$ cat config.mk
export PLATFORM = sky130hd
export DESIGN_NAME = branch_predictor
export DESIGN_NICKNAME = d
export VERILOG_FILES = /design/src/rtl/bp_pkg.sv /design/src/rtl/bp_sat_ctr.sv /design/src/rtl/branch_predictor.sv
export SDC_FILE = /design/constraint.sdc
export NUM_CORES = 1
export LEC_CHECK = 0
export ABC_CLOCK_PERIOD_IN_PS = 4700
export BUFFER_PORTS_ARGS = -buffer_cell sky130_fd_sc_hd__buf_2
export CORE_MARGIN = 2
export CORE_UTILIZATION = 65
export DETAILED_ROUTE_END_ITERATION = 6
export PLACE_DENSITY_LB_ADDON = 0.15
export SYNTH_ARGS = -nofsm -noshare
export SYNTH_HDL_FRONTEND = slang
export SYNTH_SLANG_ARGS = --single-unit
$ cat constraint.sdc
create_clock -name CLK -period 4.7 [get_ports CLK]
set_input_delay 0.235 -clock CLK [delete_from_list [all_inputs] [get_ports CLK]]
set_output_delay 0.235 -clock CLK [all_outputs]
set_load 0.03 [all_outputs]
$ cat src/rtl/bp_pkg.sv
// bp_pkg: entry type, reset constants and PC slice helper for branch_predictor.
// Defining BP_TAG_EN adds a per-entry tag field.
package bp_pkg;

   localparam int CTR_W_MAX = 4;
   localparam int TAG_W_MAX = 30;

   typedef logic [CTR_W_MAX-1:0] bp_ctr_t;
`ifdef BP_TAG_EN
   typedef logic [TAG_W_MAX-1:0] bp_tag_t;
`endif

   // Fields are sized for the widest legal build; narrower builds leave
   // the upper bits at zero.
   typedef struct packed {
      logic        valid;
`ifdef BP_TAG_EN
      bp_tag_t     tag;
`endif
      logic [31:0] target;
      bp_ctr_t     ctr;
   } bp_entry_t;

   function automatic bp_ctr_t bp_wt(input int bits);
      return bp_ctr_t'(1) << (bits - 1);
   endfunction

   function automatic bp_ctr_t bp_wnt(input int bits);
      return bp_wt(bits) - bp_ctr_t'(1);
   endfunction

   function automatic logic [31:0] bp_slice(input logic [31:0] pc,
                                            input int lo,
                                            input int w);
      return (pc >> lo) & ((32'd1 << w) - 32'd1);
   endfunction

endpackage

$ cat src/rtl/bp_sat_ctr.sv
// bp_sat_ctr: next value of a CTR_BITS-wide saturating up/down counter.
module bp_sat_ctr
   import bp_pkg::*;
#(
   parameter int CTR_BITS = 2
)(
   input  bp_ctr_t i_ctr,
   input  logic    i_inc,
   output bp_ctr_t o_ctr
);

   localparam bp_ctr_t MAX = bp_ctr_t'((1 << CTR_BITS) - 1);

   always_comb begin
      o_ctr = i_ctr;
      if (i_inc) begin
         if (i_ctr != MAX) o_ctr = i_ctr + bp_ctr_t'(1);
      end else if (i_ctr != '0) begin
         o_ctr = i_ctr - bp_ctr_t'(1);
      end
   end

endmodule

$ cat src/rtl/branch_predictor.sv
// branch_predictor: direct-mapped BTB with saturating direction counters.
// Optional tag match per entry when BP_TAG_EN is defined.
module branch_predictor
   import bp_pkg::*;
#(
   parameter int ENTRIES  = 16,
   parameter int CTR_BITS = 2,
   parameter int TAG_BITS = 8
)(
   input  logic        CLK,
   input  logic        nRST,
   input  logic [31:0] lookup_pc,
   output logic        pred_taken,
   output logic [31:0] pred_target,
   input  logic        resolve_valid,
   input  logic [31:0] resolve_pc,
   input  logic        resolve_taken,
   input  logic [31:0] resolve_target,
   input  logic        resolve_pred_taken,
   input  logic [31:0] resolve_pred_target,
   output logic        mispredict,
   output logic [31:0] correct_pc,
   input  logic        clear
);

   localparam int      IDX_W = $clog2(ENTRIES);
   localparam bp_ctr_t WT    = bp_wt(CTR_BITS);
   localparam bp_ctr_t WNT   = bp_wnt(CTR_BITS);

   if (ENTRIES < 2 || ENTRIES > 1024 || (ENTRIES & (ENTRIES - 1)) != 0 ||
       CTR_BITS < 1 || CTR_BITS > CTR_W_MAX ||
       TAG_BITS < 1 || TAG_BITS > TAG_W_MAX - IDX_W) begin : g_bad_param
      $error("branch_predictor: illegal parameter set");
   end

   bp_entry_t        r_tab [ENTRIES];
   logic [IDX_W-1:0] w_lidx;
   logic [IDX_W-1:0] w_ridx;
   bp_entry_t        w_lent;
   bp_entry_t        w_rent;
   bp_entry_t        w_new;
   logic             w_lhit;
   logic             w_rhit;
   bp_ctr_t          w_nctr;

   assign w_lidx = IDX_W'(bp_slice(lookup_pc, 2, IDX_W));
   assign w_ridx = IDX_W'(bp_slice(resolve_pc, 2, IDX_W));
   assign w_lent = r_tab[w_lidx];
   assign w_rent = r_tab[w_ridx];

`ifdef BP_TAG_EN
   assign w_lhit = w_lent.valid &&
      (w_lent.tag == bp_tag_t'(bp_slice(lookup_pc, IDX_W + 2, TAG_BITS)));
   assign w_rhit = w_rent.valid &&
      (w_rent.tag == bp_tag_t'(bp_slice(resolve_pc, IDX_W + 2, TAG_BITS)));
`else
   assign w_lhit = w_lent.valid;
   assign w_rhit = w_rent.valid;
`endif

   assign pred_taken  = w_lhit & w_lent.ctr[CTR_BITS-1];
   assign pred_target = pred_taken ? w_lent.target : lookup_pc + 32'd4;

   assign mispredict = resolve_valid &
      ((resolve_pred_taken != resolve_taken) |
       (resolve_taken & (resolve_pred_target != resolve_target)));
   assign correct_pc = resolve_taken ? resolve_target : resolve_pc + 32'd4;

   bp_sat_ctr #(.CTR_BITS(CTR_BITS)) u_ctr (
      .i_ctr (w_rent.ctr),
      .i_inc (resolve_taken),
      .o_ctr (w_nctr)
   );

   always_comb begin
      w_new        = '0;
      w_new.valid  = 1'b1;
`ifdef BP_TAG_EN
      w_new.tag    = bp_tag_t'(bp_slice(resolve_pc, IDX_W + 2, TAG_BITS));
`endif
      w_new.target = resolve_target;
      w_new.ctr    = WT;
   end

   // clear outranks training so a flushed table never sees a fresh allocation
   always_ff @(posedge CLK or negedge nRST) begin
      if (!nRST) begin
         for (int i = 0; i < ENTRIES; i++) begin
            r_tab[i]     <= '0;
            r_tab[i].ctr <= WNT;
         end
      end else if (clear) begin
         for (int i = 0; i < ENTRIES; i++) r_tab[i].valid <= 1'b0;
      end else if (resolve_valid) begin
         if (w_rhit) begin
            r_tab[w_ridx].ctr <= w_nctr;
            if (resolve_taken) r_tab[w_ridx].target <= resolve_target;
         end else if (resolve_taken) begin
            r_tab[w_ridx] <= w_new;
         end
      end
   end

endmodule
==> results of run 1 <==
-- per-stage QoR --
step	hold slack [ns]	util, %	power, mW	instance area [µm²]
floorplan	-0.0606	-	7.30	29500
global placement	0.364	69.7	7.81	31000
detailed placement	0.372	69.7	7.93	31000
CTS	0.0724	74.6	13.1	33200
global route	0.121	74.6	13.5	33200
finish	0.107	74.7	13.0	33200
-- timing repair --
action / CTS / global route
hold buffers: 2 / 0
setup buffers: 0 / 0
gates resized for setup: 0 / 0
hold endpoints to repair: 96 / 0
-- worst register-to-register path, cell delays in order (launching register included) --
cell	delay, ns
sky130_fd_sc_hd__dfrtp_1	0.41
sky130_fd_sc_hd__mux4_2	0.47
sky130_fd_sc_hd__nand2_1	0.09
sky130_fd_sc_hd__and4_1	0.39
sky130_fd_sc_hd__ha_1	0.26
sky130_fd_sc_hd__inv_1	0.08
sky130_fd_sc_hd__o311a_4	0.39
sky130_fd_sc_hd__o31ai_4	0.86
sky130_fd_sc_hd__a2bb2oi_1	0.25
-- Yosys cell counts, types with 13 or more instances --
| library cell | instances | area share [%] |
|---|---|---|
| sky130_fd_sc_hd__o31ai_1 | 18 | 0.46 |
| sky130_fd_sc_hd__mux2_2 | 519 | 20 |
| sky130_fd_sc_hd__xnor2_1 | 42 | 1.2 |
| sky130_fd_sc_hd__mux4_2 | 179 | 14 |
| sky130_fd_sc_hd__dfstp_2 | 16 | 1.4 |
| sky130_fd_sc_hd__a31oi_1 | 17 | 0.36 |
| sky130_fd_sc_hd__a32oi_1 | 16 | 0.48 |
| sky130_fd_sc_hd__nand3_1 | 43 | 0.73 |
| sky130_fd_sc_hd__clkbuf_1 | 162 | 2.1 |
| sky130_fd_sc_hd__dfrtp_1 | 576 | 49 |
| sky130_fd_sc_hd__nand4_1 | 20 | 0.42 |
| sky130_fd_sc_hd__buf_1 | 28 | 0.36 |
| sky130_fd_sc_hd__buf_2 | 13 | 0.22 |
| sky130_fd_sc_hd__xor2_1 | 44 | 1.3 |
| sky130_fd_sc_hd__nor2_1 | 93 | 1.2 |
| sky130_fd_sc_hd__and3_1 | 15 | 0.32 |
| sky130_fd_sc_hd__o21ai_0 | 72 | 1.2 |
| sky130_fd_sc_hd__nand2_1 | 145 | 1.8 |
| sky130_fd_sc_hd__a21oi_1 | 32 | 0.54 |
| sky130_fd_sc_hd__inv_1 | 30 | 0.38 |
-- per-layer routing --
layer  GRT usage [%]  share of wire, %
met2            55.3                48
met3            9.59               8.8
met4            14.5               4.0
met5               0             0.072
met1            47.0                39
-- cells by family (layout without fill, tap and decap cells) --
group,Yosys count,count (layout)
muxes,704,704
DFF,592,592
and+or+nand+nor,353,353
buffers and inverters,239,396
AOI/OAI and AO/OA,182,182
xor gates and xnor gates,86,86
adders and majority gates,8,8
other,0,4
-- cell type report --
| cell class | count | area share (%) |
|---|---|---|
| flip-flops and latches | 592 | 44.6 |
| clock inverters | 21 | 0.896 |
| multi-input cells | 1333 | 41.5 |
| diodes | 4 | 0.0301 |
| well taps | 592 | 2.23 |
| repair buffers | 253 | 4.73 |
| clock buffers | 91 | 5.66 |
| inverters | 31 | 0.350 |
-- worst max path at each step --
stage	start	endpoint	slack, ns	cells after the start
floorplan	lookup_pc[2]	pred_target[0]	1.81	6
global placement	resolve_pc[2]	r_tab[75]	0.94	9
detailed placement	resolve_pc[2]	r_tab[556]	0.82	9
CTS	r_tab[480]	pred_target[6]	1.08	8
global route	r_tab[517]	pred_target[6]	0.98	8
finish	r_tab[480]	pred_target[6]	1.05	8
-- cells in the final DEF, fill, tap and decap left out, types with 9 or more instances in the layout --
cell,instances
sky130_fd_sc_hd__nor2_4,12
sky130_fd_sc_hd__buf_2,195
sky130_fd_sc_hd__mux4_2,179
sky130_fd_sc_hd__a32oi_1,16
sky130_fd_sc_hd__buf_4,42
sky130_fd_sc_hd__clkinv_2,11
sky130_fd_sc_hd__clkbuf_8,23
sky130_fd_sc_hd__nand2_1,145
sky130_fd_sc_hd__o21ai_0,72
sky130_fd_sc_hd__xor2_1,44
sky130_fd_sc_hd__a31oi_1,17
sky130_fd_sc_hd__dfrtp_1,576
sky130_fd_sc_hd__and3_1,15
sky130_fd_sc_hd__nor2_1,81
sky130_fd_sc_hd__nor3_1,9
sky130_fd_sc_hd__dfstp_2,16
sky130_fd_sc_hd__a21oi_1,32
sky130_fd_sc_hd__buf_12,11
sky130_fd_sc_hd__xnor2_1,42
sky130_fd_sc_hd__o31ai_1,18
sky130_fd_sc_hd__a2bb2oi_2,10
sky130_fd_sc_hd__mux2_2,519
sky130_fd_sc_hd__inv_1,30
sky130_fd_sc_hd__clkbuf_16,62
sky130_fd_sc_hd__nand4_1,20
sky130_fd_sc_hd__nand3_1,43
-- report_power, final --
group          internal (mW)  total [mW]  switching, mW
combinational          0.972        1.86          0.883
clock                   3.13        5.17           2.04
sequential              5.70        6.01          0.310
==> results.txt, run 1 <==
----------------------------------------------------
[Layout]
  Biggest registers after layout ... r_tab (592)
  Non-Filler Instances ... a little under 3000
  Reg with most FFs ... r_tab
  Filler cells ... approximately 2900
  Number of flip-flops in the largest register ... 592
  Post-synthesis to final-layout area growth ... 12.8%
  Final net count ... about 2400
  Share of layout cells above drive strength 1 ... between 40% and 50%
  Sequential cell area in the final layout ... between 0.01 and 0.015 mm²
  Multi-input combinational cell area ... ~0.014 mm²

[Critical path]
  CP Data Arrival Time ... ~3.4 ns
  Delay of the slowest cell on the worst path ... around 0.66 ns
  Maximum fanout along the worst path ... 24
  Critical-path top delay cell ... sky130_fd_sc_hd__mux2i_4
  Worst R2R Start ... r_tab[297]
  Worst Reg2Reg Path Length in Cells ... 8
  Kind of start point of the critical path ... flop
  Endpoint class of the critical path ... output pin
  CP Cell Sequence ... nand3_1 -> o21ai_0 -> mux4_2 -> mux2i_4 -> buf_12 -> nor2_1 -> a31oi_1 -> buf_2
  Critical path type ... flop to output pin
  Worst R2R Setup Slack ... between 1 and 1.5 ns
  Worst EP required ... between 4 and 5 ns
  CP bufs+invs ... 2
  Endpoint of the most critical register-to-register path ... r_tab[556]
  Largest delay share family, worst path ... multiplexers

[Clock network]
  Clock edge transition at the registers on the reported setup and hold paths ... around 0.060 ns
  Clock latency on the worst-skew pair ... 0.62 ns
  Number of buffers added by the clock tree synthesis step ... 60
  Clock tree sinks ... about 600
  Clk root buf ... sky130_fd_sc_hd__clkbuf_16
  H-tree levels ... 2
  Max Root-Sink Buffers ... 3
  TritonCTS clock tree ... yes

[Place]
  Minimum setup slack after placement ... between 0.8 and 0.9 ns
  Total placed cells including tap cells ... approximately 2800
  Routability congestion estimate from global placement ... 0.886
  Number of buffers added on ports ... slightly below 200
  Detailed Place HPWL ... around 50000 µm

[Power and ir drop]
  Power density of the placed cells ... between 300 and 400 mW/mm²
  Cell leakage power ... 15.1 nW
  Peak supply drop ... 0.505 mV

[Flow run]
  Number of maximum-capacitance violations ... 0

[STA]
  Number of pins exceeding their max-slew limit in the final report ... 0
  Number of hold violations in the final report ... 0
  Layout Skew ... 0.00497 ns
  Final worst setup slack ... approximately 1.0 ns
  Worst slew pin tran ... between 1 and 1.5 ns
  Tightest slew margin relative to the limit ... 11.8%
  Maximum clock rate ... around 270 MHz
  Crit path time final ... 3.65 ns
  Setup Total Neg Slack ... 0 ns
  Setup Viol. Count Final ... 0
  Unrepaired setup endpoints after global routing ... false
  Crit share post-route ... between 70% and 80%

[Global routing]
  First-pass GRT wire length ... approximately 120000 µm
  Initial antenna violation count ... 7
  Total grt overflow ... 0
  Maximum number of pins on one net before global-route repair ... between 100 and 150
  Aggregate global-route resource usage ... around a third
  Vias in the first global route ... 20500

[Yosys]
  Count of synthesis-stage warnings from yosys ... 0
  Unique masters post-synth ... 49
  Portion of netlist area occupied by mux cells ... 34.0%
  Commonest register cell after synthesis ... sky130_fd_sc_hd__dfrtp_1
  Register bit total from synthesis ... 592
  Number of enable-type register cells in the synthesized netlist ... 0
  Syn_area_per_cell ... roughly 14 µm²
  Post-synthesis simple-gate area fraction ... between 5 and 6%
  Synth Net Count ... about 2300
  Arithmetic-cell share of the synthesized area counting full adders, half adders and majority gates ... 0.340%
  Area share of xor/xnor cells in the synthesized design ... ~2.6%
  Async SR Flop Fraction ... 100%
  Main combinational cell family by area after synthesis ... multiplexers
  Cells after Synth ... around 2200
  Compound-gate portion of the synthesized area ... about 4.2%
  Netlist Area Pre-Place ... between 0.02 and 0.03 mm²
  Sequential fraction of the synthesis area ... between 50% and 60%

[Routing]
  Detailed Route Iter0 Violations ... 1914
  Drt wl/cell ... 27.4 µm
  First-pass DRT Iterations ... 6
  Vias ... approximately 19000
  Avg Vias per Cell ... around 6.7
  Detailed-route DRC error count ... 0
  Routed wire length ... approximately 80000 µm
  Final antenna-violating net count ... 0

[Floorplan]
  Height of the die ... approximately 220 µm
  Total die area ... around 0.047 mm²
  Initial cell density of the core ... 66.2%
  Core area ... 0.0445 mm²
  Cell Rows ... between 70 and 80
  I/O pin count ... 200
  Overall die width ... about 220 µm

[Worst hold path]
  Worst min-delay path category ... input pin to flop
  Cell count of the worst hold path ... 2
  Worst hold path endpoint ... r_tab[478]
  Critical hold path startpoint ... resolve_target[30]

[Run status]
  Status ... completed

----------------------------------------------------
No activity file was read; power rests on OpenSTA's default activity.
==> run 2: changes to the inputs <==
--- a/config.mk
+++ b/config.mk
@@ -5,10 +5,10 @@
 export SDC_FILE = /design/constraint.sdc
 export NUM_CORES = 1
 export LEC_CHECK = 0
-export ABC_CLOCK_PERIOD_IN_PS = 4700
+export ABC_CLOCK_PERIOD_IN_PS = 3500
 export BUFFER_PORTS_ARGS = -buffer_cell sky130_fd_sc_hd__buf_2
 export CORE_MARGIN = 2
-export CORE_UTILIZATION = 65
+export CORE_UTILIZATION = 61
 export DETAILED_ROUTE_END_ITERATION = 6
 export PLACE_DENSITY_LB_ADDON = 0.15
 export SYNTH_ARGS = -nofsm -noshare
==> constraint.sdc (replaced) <==
create_clock -name CLK -period 3.5 [get_ports CLK]
set_input_delay 0.175 -clock CLK [delete_from_list [all_inputs] [get_ports CLK]]
set_output_delay 0.175 -clock CLK [all_outputs]
set_load 0.03 [all_outputs]
==> results.txt, run 2 (synthesized netlist as in run 1, its figures left out) <==
----------------------------------------------------
[Run status]
  Status ... completed (unchanged)

[STA]
  Final worst setup slack ... 0.228 ns (was 1.05 ns)
  Worst slew pin tran ... 1.21 ns (was 1.32 ns)
  Unrepaired setup endpoints after global routing ... false (unchanged)
  Layout Skew ... 0.00996 ns (was 0.00497 ns)
  Setup Viol. Count Final ... 0 (unchanged)
  Tightest slew margin relative to the limit ... 19.5% (was 11.8%)
  Crit share post-route ... between 90% and 100%
  Setup Total Neg Slack ... 0 ns (unchanged)
  Crit path time final ... approximately 3.3 ns
  Fin Hold WS ... 0.0573 ns (was 0.107 ns)
  Maximum clock rate ... 306 MHz
  Number of hold violations in the final report ... 0 (unchanged)
  Number of pins exceeding their max-slew limit in the final report ... 0 (unchanged)

[Worst hold path]
  Worst min-delay path category ... input pin to flop (unchanged)

[Clock network]
  Clock latency on the worst-skew pair ... 0.63 ns (was 0.62 ns)
  TritonCTS clock tree ... yes (unchanged)
  Number of buffers added by the clock tree synthesis step ... 60 (unchanged)
  Clk root buf ... sky130_fd_sc_hd__clkbuf_16 (unchanged)
  Max Root-Sink Buffers ... 3 (unchanged)
  Clock tree sinks ... 592 (unchanged)
  Resize count post-CTS ... 0 (unchanged)
  Clock edge transition at the registers on the reported setup and hold paths ... 0.07 ns (was 0.06 ns)
  H-tree levels ... 2 (unchanged)

[Critical path]
  CP bufs+invs ... 2 (unchanged)
  Delay of the slowest cell on the worst path ... 0.56 ns (was 0.66 ns)
  CP Cell Sequence ... nand3_1 -> o21ai_0 -> mux4_2 -> mux2i_4 -> buf_4 -> nor2_1 -> a21oi_1 -> buf_2 (was nand3_1 -> o21ai_0 -> mux4_2 -> mux2i_4 -> buf_12 -> nor2_1 -> a31oi_1 -> buf_2)
  CP Data Arrival Time ... 3.10 ns (was 3.42 ns)
  Worst EP required ... 3.32 ns (was 4.47 ns)
  Endpoint class of the critical path ... output pin (unchanged)
  Largest delay share family, worst path ... multiplexers (unchanged)
  Kind of start point of the critical path ... flop (unchanged)
  Maximum fanout along the worst path ... 28 (was 24)
  Critical-path top delay cell ... sky130_fd_sc_hd__mux4_2 (was sky130_fd_sc_hd__mux2i_4)
  Critical path type ... flop to output pin (unchanged)

[Layout]
  Reg with most FFs ... r_tab (unchanged)
  Commonest non-fill, non-tap cells in the layout ... sky130_fd_sc_hd__dfrtp_1, sky130_fd_sc_hd__mux2_2, sky130_fd_sc_hd__buf_2 (unchanged)
  Non-Filler Instances ... 2958 (was 2917)
  Design area ... 0.0334 mm² (was 0.0332 mm²)
  Utilization of the core after routing ... 69.9% (was 74.7%)
  Multi-input combinational cell area ... 0.0138 mm² (unchanged)
  Share of layout cells above drive strength 1 ... 47.6% (was 47.5%)
  Most frequent standard cell in the layout excluding fill and tap cells ... sky130_fd_sc_hd__dfrtp_1 (unchanged)
  Sequential cell area in the final layout ... 0.0148 mm² (unchanged)
  Biggest registers after layout ... r_tab (592) (unchanged)
  Final net count ... 2438 (was 2413)
  Number of flip-flops in the largest register ... 592 (unchanged)
  Post-synthesis to final-layout area growth ... 13.3% (was 12.8%)
  Filler cells ... 3262 (was 2877)

[Place]
  Minimum setup slack after placement ... -0.0841 ns (was 0.823 ns)
  Area after detailed placement ... 0.0314 mm² (was 0.0310 mm²)
  Routability congestion estimate from global placement ... 0.902 (was 0.886)
  Number of buffers added on ports ... 199 (unchanged)
  Detailed Place HPWL ... 50600 µm (was 50000 µm)
  Total placed cells including tap cells ... 2847 (was 2799)

[Floorplan]
  Overall die width ... 224 µm (was 217 µm)
  Height of the die ... 224 µm (was 217 µm)
  Core area ... 0.0477 mm² (was 0.0445 mm²)
  Initial cell density of the core ... 61.7% (was 66.2%)
  Total die area ... 0.0501 mm² (was 0.0470 mm²)
  I/O pin count ... 200 (unchanged)
  Cell Rows ... 80 (was 77)

[Global routing]
  Maximum number of pins on one net before global-route repair ... 112 (was 144)
  Total grt overflow ... 0 (unchanged)
  Initial antenna violation count ... 4 (was 7)
  First-pass GRT wire length ... 123000 µm (about the same)
  Aggregate global-route resource usage ... 33.1% (was 35.2%)
  Vias in the first global route ... 20000 (was 20500)

[Power and ir drop]
  Power density of the placed cells ... 512 mW/mm² (was 392 mW/mm²)
  Cell leakage power ... 15.1 nW (about the same)
  Peak supply drop ... 0.389 mV (was 0.505 mV)
  Total power ... 17.1 mW (was 13.0 mW)

[Routing]
  First-pass DRT Iterations ... 5 (was 6)
  Routed wire length ... 80900 µm (was 80000 µm)
  Final antenna-violating net count ... 0 (unchanged)
  Vias ... 19500 (was 19400)
  Drt wl/cell ... 27.3 µm (was 27.4 µm)
  Avg Vias per Cell ... 6.59 (was 6.66)
  Detailed-route DRC error count ... 0 (unchanged)
  Detailed Route Iter0 Violations ... 1614 (was 1914)

[Flow run]
  Number of maximum-capacitance violations ... 0 (unchanged)

----------------------------------------------------
[run 2: report_power, final]
part | leakage [nW] | internal, mW | switching, mW | total [mW]
clock network | 0.971 | 3.80 | 2.69 | 6.49
registers | 7.78 | 7.66 | 0.413 | 8.07
logic | 6.36 | 1.33 | 1.19 | 2.52
[run 2: timing repair]
item / in CTS / in global routing
hold buffers: 2 / 0
hold endpoints to repair: 110 / 0
setup buffers: 0 / 0
[run 2: layout make-up]
type / instances / share of cell area, %
inverter: 31 / 0.349
clock inverter: 21 / 0.848
antenna: 1 / 0.00750
multi-input combinational: 1333 / 41.3
sequential: 592 / 44.5
tap: 615 / 2.31
clock buffer: 87 / 5.10
timing repair buffer: 278 / 5.62
[run 2: final timing paths]
kind	start	slack, ns	end	depth (start not counted)
max reg2reg	r_tab[371]	0.33	r_tab[222]	9
max	r_tab[1]	0.23	pred_target[4]	8
min in group asynchronous	nRST	0.14	r_tab[372]	2
min	resolve_target[17]	0.06	r_tab[206]	2
max in group asynchronous	nRST	2.25	r_tab[59]	3
min reg2reg	r_tab[481]	0.48	r_tab[481]	2
[run 2: metal layers]
metal,vias up,wire [µm],share of wire (%),GRT usage [%]
met2,840,38000,47,51.7
li1,8158,-,-,-
met5,-,41,0.051,0
met3,173,6540,8.1,6.48
met4,8,3020,3.7,12.5
met1,10300,33300,41,46.7
==> run 3: changes to the inputs <==
--- a/config.mk
+++ b/config.mk
@@ -5,6 +5,7 @@
 export SDC_FILE = /design/constraint.sdc
 export NUM_CORES = 1
 export LEC_CHECK = 0
+export ABC_AREA = 1
 export ABC_CLOCK_PERIOD_IN_PS = 3500
 export BUFFER_PORTS_ARGS = -buffer_cell sky130_fd_sc_hd__buf_2
 export CORE_MARGIN = 2
==> results.txt, run 3 <==
----------------------------------------------------
[Yosys]
  Cell type contributing the most total cell area after synthesis ... sky130_fd_sc_hd__dfrtp_1 (unchanged)
  Async SR Flop Fraction ... 100% (unchanged)
  Cells after Synth ... 3768 (was 2164)
  Count of synthesis-stage warnings from yosys ... 0 (unchanged)
  Cell types occupying the most area after synthesis ... sky130_fd_sc_hd__dfrtp_1, sky130_fd_sc_hd__o21ai_0, sky130_fd_sc_hd__nand2_1 (was sky130_fd_sc_hd__dfrtp_1, sky130_fd_sc_hd__mux2_2, sky130_fd_sc_hd__mux4_2)
  Top-area cell type share of the netlist area ... 48.7% (was 48.9%)
  Cell types with the highest counts after synthesis ... sky130_fd_sc_hd__nand2_1, sky130_fd_sc_hd__o21ai_0, sky130_fd_sc_hd__dfrtp_1 (was sky130_fd_sc_hd__dfrtp_1, sky130_fd_sc_hd__mux2_2, sky130_fd_sc_hd__mux4_2)
  Register bit total from synthesis ... 592 (unchanged)
  Most frequent cell after synthesis ... sky130_fd_sc_hd__nand2_1 (was sky130_fd_sc_hd__dfrtp_1)
  Synth Net Count ... 3910 (was 2306)
  Unique masters post-synth ... 47 (was 49)
  Netlist Area Pre-Place ... 0.0296 mm² (was 0.0295 mm²)
  Number of enable-type register cells in the synthesized netlist ... 0 (unchanged)
  Sequential fraction of the synthesis area ... 50.1% (was 50.4%)
  Commonest register cell after synthesis ... sky130_fd_sc_hd__dfrtp_1 (unchanged)
  Syn_area_per_cell ... 7.85 µm² (was 13.6 µm²)

[STA]
  Setup Viol. Count Final ... 0 (unchanged)
  Unrepaired setup endpoints after global routing ... false (unchanged)
  Tightest slew margin relative to the limit ... 34.3% (was 19.5%)
  Worst slew pin tran ... 0.985 ns (was 1.21 ns)
  Crit share post-route ... 93.8% (was 93.5%)
  Setup Total Neg Slack ... 0 ns (unchanged)
  Maximum clock rate ... 305 MHz (was 306 MHz)
  Number of hold violations in the final report ... 0 (unchanged)
  Number of pins exceeding their max-slew limit in the final report ... 0 (unchanged)
  Crit path time final ... 3.28 ns (was 3.27 ns)
  Final worst setup slack ... 0.218 ns (was 0.228 ns)
  Layout Skew ... 0.00865 ns (was 0.00996 ns)

[Layout]
  Reg with most FFs ... r_tab (unchanged)
  Biggest registers after layout ... r_tab (592) (unchanged)
  Final net count ... 3955 (was 2438)
  Most frequent standard cell in the layout excluding fill and tap cells ... sky130_fd_sc_hd__nand2_1 (was sky130_fd_sc_hd__dfrtp_1)
  Commonest non-fill, non-tap cells in the layout ... sky130_fd_sc_hd__nand2_1, sky130_fd_sc_hd__o21ai_0, sky130_fd_sc_hd__dfrtp_1 (was sky130_fd_sc_hd__dfrtp_1, sky130_fd_sc_hd__mux2_2, sky130_fd_sc_hd__buf_2)
  Share of layout cells above drive strength 1 ... 11.3% (was 47.6%)
  Number of flip-flops in the largest register ... 592 (unchanged)
  Post-synthesis to final-layout area growth ... 11.6% (was 13.3%)

[Critical path]
  CP Cell Sequence ... inv_1 -> o311ai_0 -> nand3_1 -> nand3_1 -> nand2_1 -> inv_1 -> buf_4 -> nand2_1 -> o21ai_0 -> buf_2 (was nand3_1 -> o21ai_0 -> mux4_2 -> mux2i_4 -> buf_4 -> nor2_1 -> a21oi_1 -> buf_2)
  CP bufs+invs ... 4 (was 2)
  Endpoint class of the critical path ... output pin (unchanged)
  Delay of the slowest cell on the worst path ... 0.57 ns (was 0.56 ns)
  CP Data Arrival Time ... 3.11 ns (was 3.10 ns)
  Worst Reg2Reg Path Length in Cells ... 13 (was 9)
  Endpoint of the most critical register-to-register path ... r_tab[519] (was r_tab[222])
  Critical path type ... flop to output pin (unchanged)
  Critical-path top delay cell ... sky130_fd_sc_hd__o311ai_0 (was sky130_fd_sc_hd__mux4_2)
  Kind of start point of the critical path ... flop (unchanged)
  Largest delay share family, worst path ... buffers and inverters (was multiplexers)
  Worst R2R Setup Slack ... 1.02 ns (was 0.33 ns)
  Maximum fanout along the worst path ... 17 (was 28)
  Worst EP required ... 3.32 ns (about the same)
  Worst R2R Start ... r_tab[259] (was r_tab[371])

[Worst hold path]
  Cell count of the worst hold path ... 3 (was 2)
  Worst min-delay path category ... input pin to flop (unchanged)
  Worst hold path endpoint ... r_tab[178] (was r_tab[206])
  Critical hold path startpoint ... resolve_target[26] (was resolve_target[17])

[Clock network]
  Number of buffers added by the clock tree synthesis step ... 59 (was 60)
  Clock tree sinks ... 592 (unchanged)
  TritonCTS clock tree ... yes (unchanged)
  Max Root-Sink Buffers ... 3 (unchanged)
  Clk root buf ... sky130_fd_sc_hd__clkbuf_16 (unchanged)
  Clock latency on the worst-skew pair ... 0.62 ns (was 0.63 ns)
  H-tree levels ... 2 (unchanged)
  Clock edge transition at the registers on the reported setup and hold paths ... 0.06 ns (was 0.07 ns)

[Floorplan]
  Core area ... 0.0478 mm² (was 0.0477 mm²)
  Height of the die ... 224 µm (about the same)
  I/O pin count ... 200 (unchanged)
  Initial cell density of the core ... 61.8% (was 61.7%)
  Total die area ... 0.0503 mm² (was 0.0501 mm²)
  Cell Rows ... 80 (unchanged)
  Overall die width ... 224 µm (about the same)

[Place]
  Number of buffers added on ports ... 199 (unchanged)
  Minimum setup slack after placement ... 0.678 ns (was -0.0841 ns)
  Routability congestion estimate from global placement ... 0.964 (was 0.902)
  Detailed Place HPWL ... 61800 µm (was 50600 µm)

[Routing]
  Avg Vias per Cell ... 6.32 (was 6.59)
  Detailed-route DRC error count ... 0 (unchanged)
  Final antenna-violating net count ... 0 (unchanged)
  Vias ... 28300 (was 19500)
  Drt wl/cell ... 21.9 µm (was 27.3 µm)
  Detailed Route Iter0 Violations ... 3461 (was 1614)
  First-pass DRT Iterations ... 6 (was 5)
  Routed wire length ... 98000 µm (was 80900 µm)

[Run status]
  Status ... completed (unchanged)

[Global routing]
  First-pass GRT wire length ... 153000 µm (was 123000 µm)
  Total grt overflow ... 0 (unchanged)
  Vias in the first global route ... 27400 (was 20000)
  Aggregate global-route resource usage ... 39.3% (was 33.1%)
  Initial antenna violation count ... 6 (was 4)
  Maximum number of pins on one net before global-route repair ... 170 (was 112)

[Power and ir drop]
  Power density of the placed cells ... 526 mW/mm² (was 512 mW/mm²)
  Cell leakage power ... 15.6 nW (was 15.1 nW)
  Peak supply drop ... 0.367 mV (was 0.389 mV)

[Flow run]
  Number of maximum-capacitance violations ... 0 (unchanged)

----------------------------------------------------
run 3: tightest hold or removal path: stages:
cell and delay, ns:
sky130_fd_sc_hd__buf_2 0.08, sky130_fd_sc_hd__inv_2 0.16, sky130_fd_sc_hd__o21ai_0 0.20
run 3: layer usage:
layer	track usage, %	vias to the layer above	routed length, µm
met5	0	-	0
met4	18.4	0	4570
met3	8.69	284	10100
met2	62.4	1706	44900
met1	51.8	13600	38500
li1	-	12700	-
run 3: worst max path at each step:
stage,from,end,slack [ns],cells past startpoint
final,r_tab[295],pred_target[16],0.22,10
after global routing,r_tab[295],pred_target[16],0.05,10
after CTS,r_tab[295],pred_target[16],0.33,10
after detailed placement,lookup_pc[3],pred_target[30],0.68,13
after global placement,lookup_pc[3],pred_target[21],0.76,10
after floorplan,lookup_pc[3],pred_target[17],1.24,11
run 3: stage by stage:
step                hold WS [ns]  power [mW]  instance area, µm²  utilization, %  cells
floorplan                 -0.121        9.87               29600               -   3768
global placement           0.316        10.8               31000            64.7   4362
detailed placement         0.327        10.9               31000            64.7   4362
CTS                       0.0142        17.4               33000            69.0   4477
global route              0.0508        18.1               33000            69.0   4477
finish                    0.0451        17.4               33000            69.0   4478
run 3: logic make-up (layout without fill, tap and decap cells):
logic type,after synthesis,in the layout,share of synthesized area [%]
adder cells (fa/ha/maj),8,8,0.338
AND/OR/NAND/NOR,1597,1597,21.8
other,0,1,0
flip-flops,592,592,50.1
buffers and inverters,456,550,6.32
XOR/XNOR,59,59,1.75
AO/OA/AOI/OAI,1056,1056,19.6
run 3: cell type report:
cell class / count / area [µm²]
antenna: 1 / 2.50
timing repair buffer: 265 / 1800
tap: 615 / 769
multi-input combinational: 2720 / 12900
fill: 3893 / 14800
clock inverter: 25 / 265
inverter: 175 / 668
clock buffer: 85 / 1770
sequential: 592 / 14800
run 3: timing repair:
item	in CTS	in global routing
hold buffers	5	0
buffers inserted	0	0
resized for setup	0	0
endpoints found under the hold margin	141	0
run 3: power breakdown:
part	switching, mW	leakage, nW	internal, mW
clock network	2.73	1.00	3.80
registers	0.447	7.81	7.69
logic	1.84	6.77	0.875
total	5.01	15.6	12.4
